`config.mk`:
```
export PLATFORM = sky130hd
export DESIGN_NAME = mdu_hilo
export DESIGN_NICKNAME = d
export VERILOG_FILES = /design/src/rtl/mdu_hilo.sv
export SDC_FILE = /design/constraint.sdc
export NUM_CORES = 1
export LEC_CHECK = 0
export ABC_CLOCK_PERIOD_IN_PS = 4200
export CAP_MARGIN = 20
export CORE_AREA = 5 5 104 106
export CTS_CLUSTER_SIZE = 16
export DETAILED_ROUTE_END_ITERATION = 10
export DIE_AREA = 0 0 109 111
export GPL_TIMING_DRIVEN = 0
export PLACE_DENSITY = 0.62
export SLEW_MARGIN = 5
export SYNTH_ARGS = -nofsm -noshare
export SYNTH_HDL_FRONTEND = slang
export SYNTH_SLANG_ARGS = --single-unit
```
`constraint.sdc`:
```
create_clock -name clk -period 4.2 [get_ports clk]
set_clock_uncertainty 0.15 [all_clocks]
set_input_delay 1.05 -clock clk [delete_from_list [all_inputs] [get_ports clk]]
set_output_delay 1.05 -clock clk [all_outputs]
set_load 0.1 [all_outputs]
```
`src/rtl/mdu_hilo.sv`:
```
// mdu_hilo: iterative multiply/divide unit that owns the HI/LO register pair.
//   Handles one operand bit per cycle. Supported ops: MUL (unsigned shift-add),
//   DIVU (restoring division) and DIV (signed, built on magnitude restoring
//   division plus a one-cycle sign fix-up). It also provides MTHI/MTLO write
//   ports and continuous HI/LO read-out for MFHI/MFLO.
// Ports:
//   clk, rst          clock (rising edge), asynchronous active-high reset
//   start, ALUop      operation request: 0100 MUL, 0101 DIV, 0110 DIVU
//   A, B              multiplicand/dividend, multiplier/divisor (latched at accept)
//   hi_we, lo_we      MTHI/MTLO strobes, honoured only while idle
//   wdata             MTHI/MTLO data
//   busy              high whenever the unit is not idle
//   done              one-cycle pulse in which HI/LO show the new result
//   div_by_zero       flags a DIV/DIVU with B == 0; cleared by the next accepted op
//   HI, LO            result registers (product high/low, or remainder/quotient)
module mdu_hilo #(
  parameter int WIDTH = 8
) (
  input  logic             clk,
  input  logic             rst,
  input  logic             start,
  input  logic [3:0]       ALUop,
  input  logic [WIDTH-1:0] A,
  input  logic [WIDTH-1:0] B,
  input  logic             hi_we,
  input  logic             lo_we,
  input  logic [WIDTH-1:0] wdata,
  output logic             busy,
  output logic             done,
  output logic             div_by_zero,
  output logic [WIDTH-1:0] HI,
  output logic [WIDTH-1:0] LO
);

  localparam logic [2:0] S_IDLE = 3'd0;
  localparam logic [2:0] S_MUL  = 3'd1;
  localparam logic [2:0] S_DIV  = 3'd2;
  localparam logic [2:0] S_FIX  = 3'd3;
  localparam logic [2:0] S_DONE = 3'd4;

  localparam logic [3:0] OP_MUL  = 4'b0100;
  localparam logic [3:0] OP_DIV  = 4'b0101;
  localparam logic [3:0] OP_DIVU = 4'b0110;

  localparam int            CW       = (WIDTH > 1) ? $clog2(WIDTH) : 1;
  localparam logic [CW-1:0] CNT_LAST = CW'(WIDTH - 1);

  logic [2:0]       state_q, state_d;
  logic [WIDTH-1:0] acc_q, acc_d;     // product high half / partial remainder
  logic [WIDTH-1:0] quo_q, quo_d;     // multiplier / dividend, shifted into quotient
  logic [WIDTH-1:0] opb_q, opb_d;     // multiplicand / divisor magnitude
  logic [CW-1:0]    cnt_q, cnt_d;
  logic             sdiv_q, sdiv_d;
  logic             qneg_q, qneg_d;
  logic             rneg_q, rneg_d;
  logic [WIDTH-1:0] hi_q, hi_d;
  logic [WIDTH-1:0] lo_q, lo_d;
  logic             dbz_q, dbz_d;

  logic             op_valid;
  logic [WIDTH:0]   mul_sum;
  logic [WIDTH:0]   rem_sh;
  logic [WIDTH:0]   rem_diff;
  logic             fits;

  // Two's-complement magnitude; the most negative value maps to 2^(WIDTH-1),
  // which still fits as an unsigned WIDTH-bit number.
  function automatic logic [WIDTH-1:0] mag(input logic [WIDTH-1:0] v);
    mag = v[WIDTH-1] ? -v : v;
  endfunction

  always_comb begin
    state_d = state_q;
    acc_d   = acc_q;
    quo_d   = quo_q;
    opb_d   = opb_q;
    cnt_d   = cnt_q;
    sdiv_d  = sdiv_q;
    qneg_d  = qneg_q;
    rneg_d  = rneg_q;
    hi_d    = hi_q;
    lo_d    = lo_q;
    dbz_d   = dbz_q;

    op_valid = (ALUop == OP_MUL) || (ALUop == OP_DIV) || (ALUop == OP_DIVU);

    // Shift-add step: conditionally add the multiplicand into the high half,
    // then shift the whole {carry, acc, quo} right by one.
    mul_sum  = {1'b0, acc_q} + (quo_q[0] ? {1'b0, opb_q} : '0);

    // Restoring step: bring in the next dividend bit and trial-subtract.
    // The partial remainder is always below the divisor, so WIDTH+1 bits suffice.
    rem_sh   = {acc_q, quo_q[WIDTH-1]};
    rem_diff = rem_sh - {1'b0, opb_q};
    fits     = ~rem_diff[WIDTH];

    case (state_q)
      S_IDLE: begin
        if (hi_we) hi_d = wdata;
        if (lo_we) lo_d = wdata;
        if (start && op_valid) begin
          dbz_d  = 1'b0;
          acc_d  = '0;
          cnt_d  = CNT_LAST;
          quo_d  = A;
          opb_d  = B;
          sdiv_d = (ALUop == OP_DIV);
          qneg_d = A[WIDTH-1] ^ B[WIDTH-1];
          rneg_d = A[WIDTH-1];
          if (ALUop == OP_MUL) begin
            state_d = S_MUL;
          end else if (B == '0) begin
            // Divide by zero finishes immediately; the result overrides any
            // MT write issued in the same cycle.
            state_d = S_DONE;
            hi_d    = A;
            lo_d    = '1;
            dbz_d   = 1'b1;
          end else begin
            state_d = S_DIV;
            if (ALUop == OP_DIV) begin
              quo_d = mag(A);
              opb_d = mag(B);
            end
          end
        end
      end
      S_MUL: begin
        acc_d = mul_sum[WIDTH:1];
        quo_d = {mul_sum[0], quo_q[WIDTH-1:1]};
        if (cnt_q == '0) begin
          hi_d    = mul_sum[WIDTH:1];
          lo_d    = {mul_sum[0], quo_q[WIDTH-1:1]};
          state_d = S_DONE;
        end else begin
          cnt_d = cnt_q - 1'b1;
        end
      end
      S_DIV: begin
        acc_d = fits ? rem_diff[WIDTH-1:0] : rem_sh[WIDTH-1:0];
        quo_d = {quo_q[WIDTH-2:0], fits};
        if (cnt_q == '0) begin
          if (sdiv_q) begin
            state_d = S_FIX;
          end else begin
            hi_d    = fits ? rem_diff[WIDTH-1:0] : rem_sh[WIDTH-1:0];
            lo_d    = {quo_q[WIDTH-2:0], fits};
            state_d = S_DONE;
          end
        end else begin
          cnt_d = cnt_q - 1'b1;
        end
      end
      S_FIX: begin
        // Quotient truncates toward zero; remainder follows the dividend's sign.
        lo_d    = qneg_q ? -quo_q : quo_q;
        hi_d    = rneg_q ? -acc_q : acc_q;
        state_d = S_DONE;
      end
      S_DONE: begin
        state_d = S_IDLE;
      end
      default: begin
        state_d = S_IDLE;
      end
    endcase
  end

  always_ff @(posedge clk or posedge rst) begin
    if (rst) begin
      state_q <= S_IDLE;
      acc_q   <= '0;
      quo_q   <= '0;
      opb_q   <= '0;
      cnt_q   <= '0;
      sdiv_q  <= 1'b0;
      qneg_q  <= 1'b0;
      rneg_q  <= 1'b0;
      hi_q    <= '0;
      lo_q    <= '0;
      dbz_q   <= 1'b0;
    end else begin
      state_q <= state_d;
      acc_q   <= acc_d;
      quo_q   <= quo_d;
      opb_q   <= opb_d;
      cnt_q   <= cnt_d;
      sdiv_q  <= sdiv_d;
      qneg_q  <= qneg_d;
      rneg_q  <= rneg_d;
      hi_q    <= hi_d;
      lo_q    <= lo_d;
      dbz_q   <= dbz_d;
    end
  end

  assign busy        = (state_q != S_IDLE);
  assign done        = (state_q == S_DONE);
  assign div_by_zero = dbz_q;
  assign HI          = hi_q;
  assign LO          = lo_q;

endmodule

```
# == Yosys cells after proc, flatten, opt, wreduce, memory -nomap -nowiden ==
# Cells that the tools add are included.
# classes
n_addsub,7
multipliers,0
div,0
order_cmp,0
eq_ne,12
shifts,0
n_mux,44
bitwise_logic,2
reduce_logical,16
# ops
operator,count
2-to-1 mux 8 bit,28
one-hot mux 8 bit (4 select lines),2
one-hot mux 8 bit (3 select lines),2
negation 8 bit,4
2-to-1 mux 3 bit,8
equality test 4 x 3 -> 1 bit (second input constant),3
one-hot mux 3 bit (4 select lines),1
!= test 2 bit (second input constant),5
adder 8 x 8 -> 9 bit,1
subtractor 9 x 8 -> 9 bit,1
logical NOT 8 bit,1
equality test 3 x 2 -> 1 bit (second input constant),2
logical NOT 3 bit,2
one-hot mux 3 bit (2 select lines),1
AND reduction 3 bit,2
nonzero test 3 bit,2
AND reduction 2 bit,2
AND reduction 4 bit,1
nonzero test 4 bit,1
equality test 3 x 1 -> 1 bit (second input constant),1
equality test 3 bit (second input constant),1
subtractor 3 x 1 -> 3 bit (second input constant),1
logical OR 1 bit,2
2-to-1 mux 1 bit,2
other kinds (5),5
# word_totals
regBits,50
latchBits,0
ramBits,0
rom_bits,0
output_inout_bits,19
mem_count,0

# == Depth between registers and ports, before layout ==
# Gate-level depths: netlist of run 1.
# logic_depth
depth_word,7
depth_mapped,10
depth_no_buf,9

# == Least setup slack after synthesis of run 1 ==
# No wires, ideal clock.
# synth_timing
path_type,input-to-reg
startpoint,input B[0]
endpoint,register quo_q[1]
t_arrival_ns,2.543
required_time_ns,3.917
path_slack_ns,1.374
stages,7
path_buffers,0
path_cell_list,inv_1 -> ha_1 -> or3b_1 -> o211ai_2 -> mux2_2 -> a211oi_1 -> a21oi_1
# synth_between
elab_chain_cells,5
# synth_rtl
element,line,rtl
"start, declared",24,"input logic [WIDTH-1:0] B,"
logical NOT 8 bit,112,end else if (B == '0) begin
2-to-1 mux 8 bit,112,
2-to-1 mux 8 bit,110,if (ALUop == OP_MUL) begin
2-to-1 mux 8 bit,101,if (start && op_valid) begin
one-hot mux 8 bit (3 select lines),97,case (state_q)
"end signal, assigned",185,quo_q <= quo_d;
"end, declared",50,"logic [WIDTH-1:0] quo_q, quo_d;"
# No other way between the ends. The select of a mux whose other input is x is not followed.
# A chain may end at the register's enable or synchronous reset.

# == Worst setup path in the final report of run 1 ==
# layout_timing
startpoint,register state_q[2]
endpoint,output done
# layout_between
elab_chain_cells,1
# layout_rtl
element,line,rtl
"start, declared",48,"logic [2:0] state_q, state_d;"
"start signal, assigned",183,state_q <= state_d;
equality test 3 bit,198,assign done = (state_q == S_DONE);
"end, declared",29,"output logic done,"
# No other way between the ends.

==> results of run 1 <==
-- power by group through the flow --
stage / sequential (W) / combinational (W) / clock, W
detailed placement: 0.000944 / 0.00337 / 0
global route: 0.000969 / 0.00369 / 0.000384
finish: 0.000938 / 0.00341 / 0.000361
global placement: 0.000943 / 0.00333 / 0
CTS: 0.000936 / 0.00338 / 0.000368
floorplan: 0.00144 / 0.00202 / 0
-- cells in the mapped netlist (all sizes together), types with 5 or more instances --
library cell,number
clkbuf,20
nor2b,5
xor2,14
o21ai,45
ha,22
inv,23
nor2,48
a211oi,7
mux2,9
nand2b,8
nor3,8
a22oi,5
buf,9
o21a,6
o31ai,8
nand2,53
or3,9
and2,6
mux2i,13
xnor2,16
a31oi,18
nand3,14
dfrtp,50
a21oi,35
-- cell type report --
class / count / area (sq um) / area share
multi-input cells: 416 / 2800 / 0.552
flip-flops and latches: 50 / 1250 / 0.247
repair buffers: 51 / 520 / 0.103
well taps: 133 / 166 / 0.0328
plain buffers: 29 / 131 / 0.0259
inverters: 24 / 90.1 / 0.0178
clock buffers: 6 / 82.6 / 0.0163
clock inverters: 1 / 30.0 / 0.00593
-- metrics by stage --
stage | total power [W] | instances
6_report | 0.00471 | 710
5_1_grt | 0.00504 | 710
4_1_cts | 0.00469 | 710
3_5_place_dp | 0.00432 | 703
3_3_place_gp | 0.00428 | 702
2_1_floorplan | 0.00346 | 519
-- flip-flops by register name, indices dropped and copies added, names as in the netlist --
signal       cells
rneg_q           1
cnt_q            3
div_by_zero      1
qneg_q           1
LO               8
sdiv_q           1
state_q          3
HI               8
opb_q            8
quo_q            8
acc_q            8
-- critical path: stages, from the launching register on --
cell	delay (ns)
dfrtp_1	0.33
buf_2	0.18
clkbuf_1	0.41
and2_1	0.21
clkdlybuf4s50_1	1.13
-- layer usage --
layer / vias to the layer above / track usage / share of wire
met5: - / 0 / 0
met4: 0 / 0.0581 / 0.018
met3: 18 / 0.0303 / 0.067
met2: 155 / 0.332 / 0.44
met1: 1982 / 0.333 / 0.47
li1: 2013 / - / -
-- kinds of logic after synthesis --
family,Yosys count,share of synthesized area
AO/OA/AOI/OAI,164,0.257
XOR/XNOR,30,0.0616
adder cells (fa/ha/maj),24,0.0739
buffers and inverters,53,0.0519
flip-flops,50,0.293
multiplexers,22,0.0551
AND/OR/NAND/NOR,176,0.207
-- final timing paths --
path                       depth (start not counted)                    to  slack (ns)
setup reg to reg                                  10     HI[3]$_DFFE_PP0P_        1.18
hold reg to reg                                    2  opb_q[3]$_DFFE_PP0P_        0.34
hold / removal                                     2  opb_q[3]$_DFFE_PP0P_        0.34
setup / recovery                                   4                  done        0.43
min in group asynchronous                          2  quo_q[1]$_DFFE_PP0P_        0.97
max in group asynchronous                          3     HI[0]$_DFFE_PP0P_        2.37
==> results.yml, run 1 <==
critical_path:
  r2r-start: "quo_q[7]$_DFFE_PP0P_"
  start_kind: "flip-flop"
  setup.worst_path.start: "state_q[2]$_DFFE_PP0P_"
  worst_setup_path_end_kind: "primary output"
  required_ns: 3.00
  path_class: "flip-flop to primary output"
  cp_max_fo: 10
  cp.arrival_ns: 2.57
clocking:
  cts-hold-fix-buffers: 0
  root_buffer: "clkbuf_8"
  cts_resized: 0
  clkLatencyLatePin_ns: 0.32
  cts_tree: "done"
  cts_setup_buffers: 0
  cts_sinks: 50
  cts.htree.levels: 2
  path_clk_slew_ns: 0.10
  numCtsBuffers: 5
  clk_path_buf_depth: 2
timing:
  rsz0062_at_grt: "no"
  max_freq_mhz: 265
  worst_slew_pin_slew_ns: 0.981
  hold_ws_ns: 0.337
  fin_crit_sh: 0.897
  fin_ws_ns: 0.431
  finalHoldViolations: 0
  report.final.slew_viol_count: 0
  relSlewSlack: 0.344
  finalCriticalPeriod_ns: 3.77
  fin_tns_setup_ns: 0
  setup_viol: 0
final_layout:
  syn_to_final_growth_pct: 18.7
  drive_gt1_frac: 0.0745
  n_fill_cell: 941
  diodes: 0
  finalInstanceArea_sq_um: 5070
  layout_commonest_cell: "nand2_1"
  most-common-layout-cells: "nand2_1, dfrtp_1, clkdlybuf4s50_1"
  final_core_util: 0.523
  finalNetCount: 634
power:
  total_leakage_power_nw: 2.14
  peakVddDrop_v: 0.000393
  internal_power_w: 0.00209
  clkPwrFrac: 0.077
  power_frac_comb: 0.724
  seq_power_share: 0.199
  p_sw_w: 0.00262
  p_sw_frac: 0.556
  power_density_nw_per_um2: 930
grt:
  antenna_found_initial: 0
  grt_pass1_vias: 3990
  grt_usage: 0.222
  grt.overflow.total: 0
  grt_pass1_wl_mm: 21.4
  grt_max_degree: 28
route:
  wl_per_cell_um: 18.9
  drcViolationCount: 0
  dr.pass1.iters: 5
  via_count: 4168
  drt_iter0_drc: 387
  routed_wl_mm: 13.4
  vias_per_cell: 5.87
  ant_nets: 0
worst_hold_path:
  min-delay-path-class: "flip-flop to flip-flop"
  worstHoldStart: "opb_q[3]$_DFFE_PP0P_"
synthesis:
  synth_area_sq_um: 4270
  synth_cells: 519
  yosysTopAreaCell: "dfrtp_1"
  synth_edf_count: 0
  async_flop_share: 1.00
  yosys_warnings: 0
  syn_area_per_cell_sq_um: 8.22
  ys_seq_elements: 50
  ys_seq_area_frac: 0.293
  synth.distinct_cells: 71
  synth_nets: 576
  ys_top_cells_by_area: "dfrtp_1, ha_1, o21ai_0"
  synth_top_area_share: 0.293
  ys.flop_type: "dfrtp_1"
run:
  drv_cap: 0
die:
  die_w_um: 109
  dieArea_sq_um: 12100
  num_io_pins: 52
  fp.dieH_um: 111
  start_util: 0.441
  fp.coreArea_sq_um: 9680
  placement_rows: 36
placement:
  gp_congestion: 0.970
  hpwl_mm: 10.5
  place_area_sq_um: 4950
  portBuffers: 50
  dp_slack_ns: 0.603
run_status:
  outcome: "finished clean"
(Power assumes the default switching activity.)
==> run 2: changes to the inputs <==
--- a/config.mk
+++ b/config.mk
@@ -5,14 +5,15 @@
 export SDC_FILE = /design/constraint.sdc
 export NUM_CORES = 1
 export LEC_CHECK = 0
+export ABC_AREA = 0
 export ABC_CLOCK_PERIOD_IN_PS = 4200
 export CAP_MARGIN = 20
-export CORE_AREA = 5 5 104 106
+export CORE_AREA = 5 5 126 128
 export CTS_CLUSTER_SIZE = 16
 export DETAILED_ROUTE_END_ITERATION = 10
-export DIE_AREA = 0 0 109 111
+export DIE_AREA = 0 0 131 133
 export GPL_TIMING_DRIVEN = 0
-export PLACE_DENSITY = 0.62
+export PLACE_DENSITY = 0.45
 export SLEW_MARGIN = 5
 export SYNTH_ARGS = -nofsm -noshare
 export SYNTH_HDL_FRONTEND = slang
==> results.yml, run 2 (same netlist as run 1, synthesis figures left out) <==
die:
  placement_rows: 45
  fp.dieH_um: 133
  start_util: 0.289
  fp.coreArea_sq_um: 14800
  num_io_pins: 52
  dieArea_sq_um: 17400
  die_w_um: 131
clocking:
  clk_path_buf_depth: 2
  numCtsBuffers: 5
  path_clk_slew_ns: 0.07
  cts_resized: 0
  cts_setup_buffers: 0
  clkLatencyLatePin_ns: 0.30
  cts.htree.levels: 2
  cts_tree: "done"
  cts_sinks: 50
  root_buffer: "clkbuf_16"
  cts-hold-fix-buffers: 0
placement:
  gp_congestion: 0.911
  portBuffers: 50
  hpwl_mm: 11.5
critical_path:
  r2r_cells: 10
  worstReg2RegEnd: "HI[6]$_DFFE_PP0P_"
  start_kind: "flip-flop"
  crit_chain: "buf_2, clkbuf_1, and2_1, clkdlybuf4s50_1"
  r2r-start: "quo_q[7]$_DFFE_PP0P_"
  slowest_delay_ns: 1.13
  cp.arrival_ns: 2.56
  path_class: "flip-flop to primary output"
  worst_setup_path_end_kind: "primary output"
  worst-path-buf-inv: 3
  required_ns: 3.00
  cp_slowest_cell: "clkdlybuf4s50_1"
  cp_max_fo: 10
  r2r_slack_ns: 1.20
  crit_family: "buffers and inverters"
timing:
  report.final.slew_viol_count: 0
  fin_crit_sh: 0.895
  relSlewSlack: 0.348
  finalCriticalPeriod_ns: 3.76
  hold_ws_ns: 0.330
  finalHoldViolations: 0
  max_freq_mhz: 266
  fin_tns_setup_ns: 0
  rsz0062_at_grt: "no"
  setup_viol: 0
  worst_slew_pin_slew_ns: 0.975
grt:
  grt_pass1_wl_mm: 23.2
  grt.overflow.total: 0
  antenna_found_initial: 0
  grt_max_degree: 33
  grt_pass1_vias: 4055
  grt_usage: 0.169
final_layout:
  n_fill_cell: 1562
  drive_gt1_frac: 0.0745
  final_core_util: 0.352
  diodes: 0
  most-common-layout-cells: "nand2_1, dfrtp_1, clkdlybuf4s50_1"
  finalNetCount: 634
  layout_commonest_cell: "nand2_1"
  syn_to_final_growth_pct: 21.7
  multi_input_area_sq_um: 2800
  seq_area_sq_um: 1250
route:
  vias_per_cell: 5.37
  via_count: 4110
  wl_per_cell_um: 18.8
  routed_wl_mm: 14.4
  drcViolationCount: 0
  drt_iter0_drc: 291
  dr.pass1.iters: 5
  ant_nets: 0
run_status:
  outcome: "finished clean"
worst_hold_path:
  worstHoldStart: "opb_q[2]$_DFFE_PP0P_"
  hold_end: "opb_q[2]$_DFFE_PP0P_"
  min-delay-path-class: "flip-flop to flip-flop"
  whs_path_depth: 2
power:
  peakVddDrop_v: 0.000270
  power_density_nw_per_um2: 937
  total_leakage_power_nw: 2.17
run:
  drv_cap: 0
## run 2: cell counts in the layout (fill, tap and decap cells not counted)
No cell type changed its count.
## run 2: per-layer routing
layer	global-route usage	share of wire	wire, um
met1	0.252	0.48	6930
met2	0.253	0.44	6330
met3	0.0279	0.061	881
met4	0.0417	0.017	241
met5	0	0	0
## run 2: tightest hold or removal path: cells and delay by family, from the launching register on
| kind | cells | cell delay, ns |
|---|---|---|
| DFF | 1 | 0.34 |
| AOI/OAI and AO/OA | 1 | 0.06 |
| and+or+nand+nor | 1 | 0.04 |
## run 2: area by class of cell
cell class	count	share of cell area
well taps	188	0.0453
inverters	24	0.0173
repair buffers	51	0.100
plain buffers	29	0.0253
clock inverters	1	0.00578
multi-input cells	416	0.538
flip-flops and latches	50	0.241
clock buffers	6	0.0267
## run 2: how the worst max path moves through the flow
stage	depth (start not counted)	end	slack, ns	start
floorplan	7	quo_q[1]$_DFFE_PP0P_	1.37	B[0]
global placement	9	LO[5]$_DFFE_PP0P_	0.56	B[0]
detailed placement	9	LO[5]$_DFFE_PP0P_	0.57	B[0]
CTS	4	done	0.45	state_q[2]$_DFFE_PP0P_
global route	4	done	0.36	state_q[2]$_DFFE_PP0P_
finish	4	done	0.44	state_q[2]$_DFFE_PP0P_
## run 2: where the power goes
group | total, W | internal, W | switching (W)
clock | 0.000486 | 0.000295 | 0.000191
combinational | 0.00344 | 0.00119 | 0.00225
sequential | 0.000942 | 0.000714 | 0.000228
total | 0.00487 | 0.00220 | 0.00267
## run 2: per-stage QoR
stage / power [W] / cells / cell area (sq um) / worst slack [ns]
2_1_floorplan: 0.00346 / 519 / 4270 / 1.37
3_3_place_gp: 0.00434 / 757 / 5000 / 0.563
3_5_place_dp: 0.00437 / 758 / 5020 / 0.575
4_1_cts: 0.00487 / 765 / 5190 / 0.449
5_1_grt: 0.00523 / 765 / 5190 / 0.355
6_report: 0.00487 / 765 / 5190 / 0.443
